<file path="src/rtl/shift_unit_pipe.sv">
// Pipelined barrel shifter: one log-shifter level per registered stage,
// LSB level first, with a global advance that stalls every stage at once.
module shift_unit_pipe #(
  parameter int WIDTH   = 32,
  parameter int SHAMT_W = 5,
  parameter int TAG_W   = 5
) (
  input  logic               clk,
  input  logic               rst_n,
  input  logic               in_valid,
  output logic               in_ready,
  input  logic [WIDTH-1:0]   in_data,
  input  logic [SHAMT_W-1:0] in_shamt,
  input  logic [1:0]         in_mode,
  input  logic [TAG_W-1:0]   in_tag,
  output logic               out_valid,
  input  logic               out_ready,
  output logic [WIDTH-1:0]   out_data,
  output logic [TAG_W-1:0]   out_tag
);

  typedef enum logic [1:0] {
    MODE_SLL  = 2'b00,
    MODE_SRL  = 2'b01,
    MODE_SRA  = 2'b10,
    MODE_ROTL = 2'b11
  } mode_e;

  // One shifter level: move by a fixed power-of-two amount in the given mode.
  // SRA sign-extends from the current MSB, which equals the original MSB
  // because every earlier SRA level preserved it.
  function automatic logic [WIDTH-1:0] shift_level(
    input logic [WIDTH-1:0] d,
    input logic [1:0]       mode,
    input int unsigned      amt
  );
    logic signed [WIDTH-1:0] sd;
    logic [WIDTH-1:0]        r;
    sd = d;
    case (mode)
      MODE_SLL:  r = d << amt;
      MODE_SRL:  r = d >> amt;
      MODE_SRA:  r = sd >>> amt;
      MODE_ROTL: r = (d << amt) | (d >> (WIDTH - amt));
      default:   r = d;
    endcase
    return r;
  endfunction

  // Per-stage registers; index k is the output of level k.
  logic [WIDTH-1:0]   data_q  [SHAMT_W];
  logic [WIDTH-1:0]   data_d  [SHAMT_W];
  logic [SHAMT_W-1:0] shamt_q [SHAMT_W];
  logic [SHAMT_W-1:0] shamt_d [SHAMT_W];
  logic [1:0]         mode_q  [SHAMT_W];
  logic [1:0]         mode_d  [SHAMT_W];
  logic [TAG_W-1:0]   tag_q   [SHAMT_W];
  logic [TAG_W-1:0]   tag_d   [SHAMT_W];
  logic [SHAMT_W-1:0] vld_q;
  logic [SHAMT_W-1:0] vld_d;

  // Inputs feeding each stage: the ports for stage 0, the previous stage otherwise.
  logic [WIDTH-1:0]   src_data  [SHAMT_W];
  logic [SHAMT_W-1:0] src_shamt [SHAMT_W];
  logic [1:0]         src_mode  [SHAMT_W];
  logic [TAG_W-1:0]   src_tag   [SHAMT_W];
  logic [SHAMT_W-1:0] src_vld;

  logic adv;

  // Whole pipe moves when the output slot is empty or being drained.
  assign adv       = !vld_q[SHAMT_W-1] || out_ready;
  assign in_ready  = adv;
  assign out_valid = vld_q[SHAMT_W-1];
  assign out_data  = data_q[SHAMT_W-1];
  assign out_tag   = tag_q[SHAMT_W-1];

  // Next-state for every stage: hold on stall, otherwise load the predecessor
  // through its level (bubbles travel as cleared valid bits).
  always_comb begin
    src_data[0]  = in_data;
    src_shamt[0] = in_shamt;
    src_mode[0]  = in_mode;
    src_tag[0]   = in_tag;
    src_vld      = '0;
    src_vld[0]   = in_valid;
    for (int k = 1; k < SHAMT_W; k++) begin
      src_data[k]  = data_q[k-1];
      src_shamt[k] = shamt_q[k-1];
      src_mode[k]  = mode_q[k-1];
      src_tag[k]   = tag_q[k-1];
      src_vld[k]   = vld_q[k-1];
    end

    vld_d = vld_q;
    for (int k = 0; k < SHAMT_W; k++) begin
      data_d[k]  = data_q[k];
      shamt_d[k] = shamt_q[k];
      mode_d[k]  = mode_q[k];
      tag_d[k]   = tag_q[k];
      if (adv) begin
        data_d[k]  = src_shamt[k][k] ? shift_level(src_data[k], src_mode[k], 1 << k)
                                     : src_data[k];
        shamt_d[k] = src_shamt[k];
        mode_d[k]  = src_mode[k];
        tag_d[k]   = src_tag[k];
        vld_d[k]   = src_vld[k];
      end
    end
  end

  // Stage registers; reset clears control and data so nothing stale escapes.
  always_ff @(posedge clk or negedge rst_n) begin
    if (!rst_n) begin
      vld_q <= '0;
      for (int k = 0; k < SHAMT_W; k++) begin
        data_q[k]  <= '0;
        shamt_q[k] <= '0;
        mode_q[k]  <= '0;
        tag_q[k]   <= '0;
      end
    end else begin
      vld_q <= vld_d;
      for (int k = 0; k < SHAMT_W; k++) begin
        data_q[k]  <= data_d[k];
        shamt_q[k] <= shamt_d[k];
        mode_q[k]  <= mode_d[k];
        tag_q[k]   <= tag_d[k];
      end
    end
  end

endmodule

</file>
<file path="config.mk">
export PLATFORM = sky130hd
export DESIGN_NAME = shift_unit_pipe
export DESIGN_NICKNAME = d
export VERILOG_FILES = /design/src/rtl/shift_unit_pipe.sv
export SDC_FILE = /design/constraint.sdc
export NUM_CORES = 1
export LEC_CHECK = 0
export ABC_AREA = 1
export BUFFER_PORTS_ARGS = -buffer_cell sky130_fd_sc_hd__buf_2
export CAP_MARGIN = 20
export CORE_ASPECT_RATIO = 1.2
export CORE_MARGIN = 2
export CORE_UTILIZATION = 42
export DETAILED_ROUTE_END_ITERATION = 8
export HOLD_SLACK_MARGIN = 0.08
export SKIP_CTS_REPAIR_TIMING = 1
export SLEW_MARGIN = 20
export SYNTH_ARGS = -nofsm -noshare
export SYNTH_HDL_FRONTEND = slang
export SYNTH_SLANG_ARGS = --single-unit
</file>
<file path="constraint.sdc">
create_clock -name clk -period 4.1 [get_ports clk]
set_input_delay 0.82 -clock clk [delete_from_list [all_inputs] [get_ports clk]]
set_output_delay 0.82 -clock clk [all_outputs]
set_load 0.01 [all_outputs]
</file>
; Yosys cells after proc, flatten, opt, wreduce, memory -nomap -nowiden
; Cells that the tools add are included.
[totals]
regBits = 218
in_bits = 48
out_inout_bits = 39
elab_cells = 56
[op_classes]
n_eq_ne = 15
n_mux = 10
bitwise = 5
n_reduce_logical = 7
[ops]
columns = operator, count
row1 = 32-bit one-hot mux with 4 select lines, 5
row2 = 32-bit 2-to-1 mux, 5
row3 = 32-bit by 1-bit bitwise OR with 32-bit output, 1
row4 = 32-bit by 16-bit bitwise OR with 32-bit output, 1
row5 = 32-bit by 2-bit bitwise OR with 32-bit output, 1
row6 = 32-bit by 4-bit bitwise OR with 32-bit output, 1
row7 = 32-bit by 8-bit bitwise OR with 32-bit output, 1
row8 = 2-bit == test (second input constant), 10
row9 = 2-bit by 1-bit == test with 1-bit output (second input constant), 5
row10 = 2-bit logical NOT, 5
row11 = 1-bit logical NOT, 1
row12 = 1-bit logical OR, 1

; Depth between registers and ports, before layout
; Gate-level depths: netlist (run 1).
[depth]
depth_word = 3
depth_mapped = 9

; Worst setup path after synthesis (run 1)
; Ideal clock, no wire load.
[synth_path]
path_kind = input port to output port
start = input out_ready
end = output in_ready
arrival_ns = 1.382
slack_ns = 1.898
path_stages = 4
path_cell_list = nor2_4 -> inv_2 -> buf_2 -> buf_1
[synth_via]
elab_chain_len = 1
[synth_lines]
columns = element, line_no
row1 = "start, declared", 17  ; input logic out_ready,
row2 = 1-bit logical OR, 72  ; assign adv = !vld_q[SHAMT_W-1] || out_ready;
row3 = "end, declared", 11  ; output logic in_ready,
; No other way between the ends.

; Worst setup path after layout (run 1)
[layout_path]
start = register vld_q[4]
end = output in_ready
[layout_via]
elab_chain_len = 2
[layout_lines]
columns = element, line_no
row1 = "start, declared", 59  ; logic [SHAMT_W-1:0] vld_q;
row2 = "start signal, assigned", 123  ; vld_q <= vld_d;
row3 = 1-bit logical NOT, 72
row4 = 1-bit logical OR, 72
; No other way between the ends.

==> results of run 1 <==
[cells by family after synthesis]
| kind of cell | Yosys count |
|---|---|
| buffers and inverters | 389 |
| AO/OA/AOI/OAI | 322 |
| flip-flops | 208 |
| AND/OR/NAND/NOR | 727 |
[final timing paths]
check / endpoint / slack (ps) / cells after the start
max: in_ready / 1590 / 4
min: out_data[22] / 320 / 1
max reg2reg: data_q[66] / 1730 / 7
min reg2reg: src_tag[12] / 470 / 2
max in group asynchronous: data_q[105] / 2740 / 2
min in group clk: src_tag[12] / 470 / 2
[per-layer routing]
| metal | vias to the layer above | share of wire [%] | track usage [%] | wire (µm) |
|---|---|---|---|---|
| li1 | 5151 | - | - | - |
| met3 | 36 | 4.2 | 2.026 | 1167 |
| met4 | 0 | 2.1 | 5.284 | 588 |
| met5 | - | 0 | 0 | 0 |
| met2 | 247 | 47 | 32.48 | 13000 |
| met1 | 4656 | 46 | 26.42 | 12710 |
[cell type report]
cell class,count,area [µm²]
sequential,208,5205
multi-input combinational,1049,4696
tap,340,425.4
clock buffer,40,742.0
clock inverter,4,20.02
inverter,245,927.1
fill,2856,14490
timing repair buffer,103,579.3
[sequential cells by signal (all words and copies together), names as in the netlist]
register / flops
src_tag: 20
data_q: 128
vld_q: 5
mode_q: 8
out_tag: 5
shamt_q: 10
out_data: 32
[worst max-delay path, delay by kind of cell (launching register included)]
| kind | cells | cell delay, ps |
|---|---|---|
| buffers and inverters | 3 | 710 |
| flip-flops | 1 | 370 |
| AND/OR/NAND/NOR | 1 | 50 |
[power by group]
group	leakage (µW)	total [µW]	switching [µW]	internal, µW
registers	0.00245	3750	715	3040
clock network	0.000377	2050	820	1230
logic	0.00373	4290	2820	1470
[metrics by stage]
| step | power (µW) | instances |
|---|---|---|
| global route | 11010 | 1989 |
| floorplan | 7092 | 1646 |
| global placement | 8008 | 1945 |
| finish | 10080 | 1989 |
| detailed placement | 8082 | 1945 |
| CTS | 10170 | 1989 |
[cell usage in the layout, fill, tap and decap left out, types with 16 or more instances in the layout]
cell type    n
buf_4       16
inv_1      241
nand3_1    245
o21ai_1     18
a21oi_1    142
nor2_1     132
dfrtp_1    208
nand2_1    342
o21ai_0    145
a31oi_1     16
clkbuf_16   25
buf_2       85
==> impl_metrics.py, run 1 <==
metrics = {
    "outcome": {
        "status": "complete, no violations",
    },
    "detailed_routing": {
        "drc": 0,
        "drt_iter0_drc": 550,
        "vias_per_cell": 5.073,
        "ant_nets": 0,
        "wl_per_cell_um": 13.81,
        "drt_wl_total_um": 27470,
        "route.vias.total": 10090,
        "first_pass_iters": 5,
    },
    "synthesis": {
        "synth_nets": 1694,
        "synth_edf_count": 0,
        "synth_area_um2": 11520,
        "synth_cells": 1646,
        "synth_area_leader_cell": "dfrtp_1",
        "yosysTopAreaCellShare_pct": 45.16,
        "synth_cell_types": 19,
        "ys_ff_latch": 208,
        "synth.area.mux_share_pct": 0,
        "ys_async_sr_fraction_pct": 100.0,
        "yosysMostFrequentCell": "nand2_1",
        "synth_top_family_by_area": "simple AND/OR/NAND/NOR gates",
        "syn_area_per_cell_um2": 7.002,
        "synth_compound_area_share_pct": 14.19,
        "ys_seq_area_share_pct": 45.16,
        "postSynth.topFlopCell": "dfrtp_1",
        "yosys-top-cells-count": "342 x nand2_1, 245 x nand3_1, 241 x inv_1",
        "yosysWarnings": 0,
        "yosys.area_share.xor_xnor_pct": 0,
        "synth_area_leaders": "dfrtp_1 45%, nand2_1 11%, nand3_1 11%, inv_1 7.8%, o21ai_0 6.3%",
        "synth-simple-area-share_pct": 26.56,
        "synth_fa_ha_area_share_pct": 0,
    },
    "cts": {
        "cts_max_level": 1,
        "clock-root-buffer": "clkbuf_16",
        "cts_tree": "yes",
        "clock_latency_ps": 510,
        "numCtsBuffers": 24,
        "cts_num_sinks": 208,
        "ctsLongestPathBuffers": 3,
        "cts.clk_slew.worst_paths_ps": 60,
    },
    "floorplanning": {
        "core_um2": 27090,
        "ios": 87,
        "die_area_um2": 28790,
        "std_cell_rows": 66,
        "die_h_um": 185.5,
        "start_util_pct": 42.55,
        "die_w_um": 155.2,
    },
    "final_layout": {
        "final_util_pct": 46.50,
        "nNetsFinal": 1679,
        "drive_gt1_share_pct": 8.975,
        "fin_area_um2": 12590,
        "syn_to_final_growth_pct": 9.283,
        "antenna_cells": 0,
    },
    "sta": {
        "rsz0062_at_grt": "no",
        "fin_ws_ps": 1590,
        "min_period_ps": 2510,
        "fmax_mhz": 398.5,
        "setup_viol": 0,
        "hold_ws_ps": 321.0,
        "tightest_slew_ps": 1012,
        "fin_crit_sh_pct": 61.21,
        "drv_slew": 0,
        "hold_viol": 0,
        "fin_tns_setup_ps": 0,
        "slew-limit-headroom_pct": 32.35,
        "skew_ps": 9.178,
    },
    "job": {
        "drv_cap": 0,
    },
    "worst_setup_path": {
        "arrival_ps": 1690,
        "cp_slowest_cell": "inv_8",
        "worstPathCellList": "inv_1 -> nor2_4 -> inv_8 -> buf_2",
        "critPathLaunch": "vld_q[4]",
        "crit-reg2reg-launch": "mode_q[7]",
        "cp_slowest_stage_delay_ps": 380,
        "worstPathRequired_ps": 3280,
        "crit_fanout": 117,
        "critPathKind": "flip-flop to output port",
        "cp-end-kind": "output port",
        "cp-start-kind": "flip-flop",
    },
    "power": {
        "vdd_ir_drop_max_mv": 0.2993,
        "power.density_nw_per_um2": 800.6,
        "p_leak_uw": 0.006556,
    },
    "place": {
        "place_ws_ps": 1450,
        "dpl-instance-area_um2": 11830,
        "dp_hpwl_um": 18540,
        "place_congestion": 0.9127,
        "io_buffers": 86,
    },
    "global_routing": {
        "antenna_found_initial": 0,
        "track_usage_pct": 19.22,
        "grt.overflow.total": 0,
        "grt_pass1_vias": 9317,
        "grt_pass1_wl_um": 46620,
        "grt_max_degree": 118,
    },
    "min_path": {
        "hp-class": "primary input to asynchronous set/reset pin",
    },
}
Power figures use the tool's default switching activity.
==> inputs of run 2 (changes only) <==
Clock period 4.1 ns to 2.4 ns, I/O delays scaled along.
==> impl_metrics.py, run 2 (synthesis results as in run 1) <==
metrics = {
    "outcome": {
        "status": "complete, no violations",
    },
    "power": {
        "p_switching_uw": 7644,
        "vdd_ir_drop_max_mv": 0.5664,
        "p_int_uw": 9923,
        "p_leak_uw": 0.006632,
        "power.density_nw_per_um2": 1376,
        "power_uw": 17570,
        "p_clk_share_pct": 20.0,
        "comb_power_share_pct": 43.3,
        "switching_share_pct": 43.51,
        "pwr-share-seq_pct": 36.7,
    },
    "place": {
        "dp_hpwl_um": 19720,
        "dpl-instance-area_um2": 12000,
        "place_ws_ps": 516.6,
        "place_congestion": 0.9146,
        "io_buffers": 86,
    },
    "worst_setup_path": {
        "r2r_slack_ps": 490,
        "critPathKind": "flip-flop to output port",
        "cp_slowest_stage_delay_ps": 370,
        "cp-end-kind": "output port",
        "cp-start-kind": "flip-flop",
        "cp.buffers_inverters": 3,
        "worstPathCellList": "inv_1 -> nor2_4 -> inv_8 -> buf_2",
        "cp_slowest_cell": "dfrtp_1",
        "cp_top_family": "buffers and inverters",
        "arrival_ps": 1520,
        "worstPathRequired_ps": 1920,
        "crit_fanout": 64,
    },
    "sta": {
        "fin_tns_setup_ps": 0,
        "skew_ps": 21.65,
        "fin_ws_ps": 398.7,
        "setup_viol": 0,
        "drv_slew": 0,
        "rsz0062_at_grt": "no",
        "fmax_mhz": 499.7,
        "tightest_slew_ps": 789.3,
        "fin_crit_sh_pct": 83.39,
        "hold_viol": 0,
        "slew-limit-headroom_pct": 47.38,
        "min_period_ps": 2001,
    },
    "detailed_routing": {
        "drt_wl_total_um": 29230,
        "wl_per_cell_um": 14.64,
        "vias_per_cell": 5.089,
        "ant_nets": 0,
        "first_pass_iters": 4,
        "route.vias.total": 10160,
        "drt_iter0_drc": 558,
        "drc": 0,
    },
    "final_layout": {
        "fin_area_um2": 12770,
        "final_util_pct": 47.14,
        "syn_to_final_growth_pct": 10.79,
        "multi_input_area_um2": 4696,
        "final_cell_mix": "342 x nand2_1, 245 x nand3_1, 241 x inv_1",
        "antenna_cells": 0,
        "final_common_cell": "nand2_1",
        "nFillCells": 2808,
        "regArea_um2": 5205,
        "drive_gt1_share_pct": 9.300,
        "nNetsFinal": 1687,
        "top_register": "data_q",
        "largest_reg_flops": 128,
    },
    "global_routing": {
        "antenna_found_initial": 0,
        "grt.overflow.total": 0,
        "grt_pass1_wl_um": 48730,
        "grt_max_degree": 125,
        "track_usage_pct": 20.39,
        "grt_pass1_vias": 9483,
    },
    "floorplanning": {
        "core_um2": 27090,
        "start_util_pct": 42.55,
        "ios": 87,
        "die_h_um": 185.5,
        "die_w_um": 155.2,
        "std_cell_rows": 66,
        "die_area_um2": 28790,
    },
    "job": {
        "drv_cap": 0,
    },
    "cts": {
        "numCtsBuffers": 24,
        "cts.clk_slew.worst_paths_ps": 60,
        "clock_latency_ps": 530,
        "cts_max_level": 1,
        "clock-root-buffer": "clkbuf_16",
        "cts_num_sinks": 208,
        "ctsLongestPathBuffers": 3,
        "cts_tree": "yes",
    },
    "min_path": {
        "hp-class": "primary input to flip-flop",
    },
}
## run 2: changes by cell type in the layout (fill, tap and decap cells not counted), sizes merged
cell	change
dlygate4sd3	+1
clkinv	-1
buf	+7
## run 2: layout make-up
type	count	share of cell area [%]
Clock inverter	3	0.1470
Inverter	245	7.261
Tap cell	340	3.332
Timing Repair Buffer	111	5.909
Multi-Input combinational cell	1049	36.78
Sequential cell	208	40.76
Clock buffer	40	5.811
## run 2: through the flow
stage          hold WS [ps]  cells
2_1_floorplan         184.4   1646
3_3_place_gp          429.6   1952
3_5_place_dp          430.3   1952
4_1_cts              -127.4   1995
5_1_grt               158.9   1996
6_report              165.3   1996
## run 2: routing by layer
layer | global-route usage, % | vias to the layer above | share of wire [%]
met3 | 1.839 | 44 | 3.4
met2 | 35.24 | 226 | 49
met4 | 6.092 | 0 | 2.5
met5 | 0 | - | 0
li1 | - | 5174 | -
met1 | 27.36 | 4714 | 45
## run 2: path summary, 6_finish.rpt
| check | endpoint | cells past startpoint | startpoint |
|---|---|---|---|
| setup / recovery | in_ready | 4 | vld_q[4] |
| hold reg to reg | shamt_q[18] | 2 | shamt_q[23] |
| setup reg to reg | data_q[35] | 7 | mode_q[4] |
| hold / removal | shamt_q[22] | 3 | in_shamt[2] |
| min in group asynchronous | out_data[6] | 2 | rst_n |
| max in group asynchronous | shamt_q[17] | 3 | rst_n |
## run 2: worst reg2reg max path: stages (launching register included)
cell,delay [ps]
dfrtp_1,520
inv_1,120
nand2_2,280
nand2_2,430
nand2_1,220
nand3_1,90
nand2_1,80
nand2_1,50
## run 2: power groups by stage
stage                     clock network (µW)  logic (µW)  registers [µW]
after detailed placement                   0        7590            6500
after global placement                     0        7500            6450
after CTS                               3630        7640            6450
final                                   3520        7610            6440
after floorplan                            0        6130            5980
after global routing                    3750        8680            6670
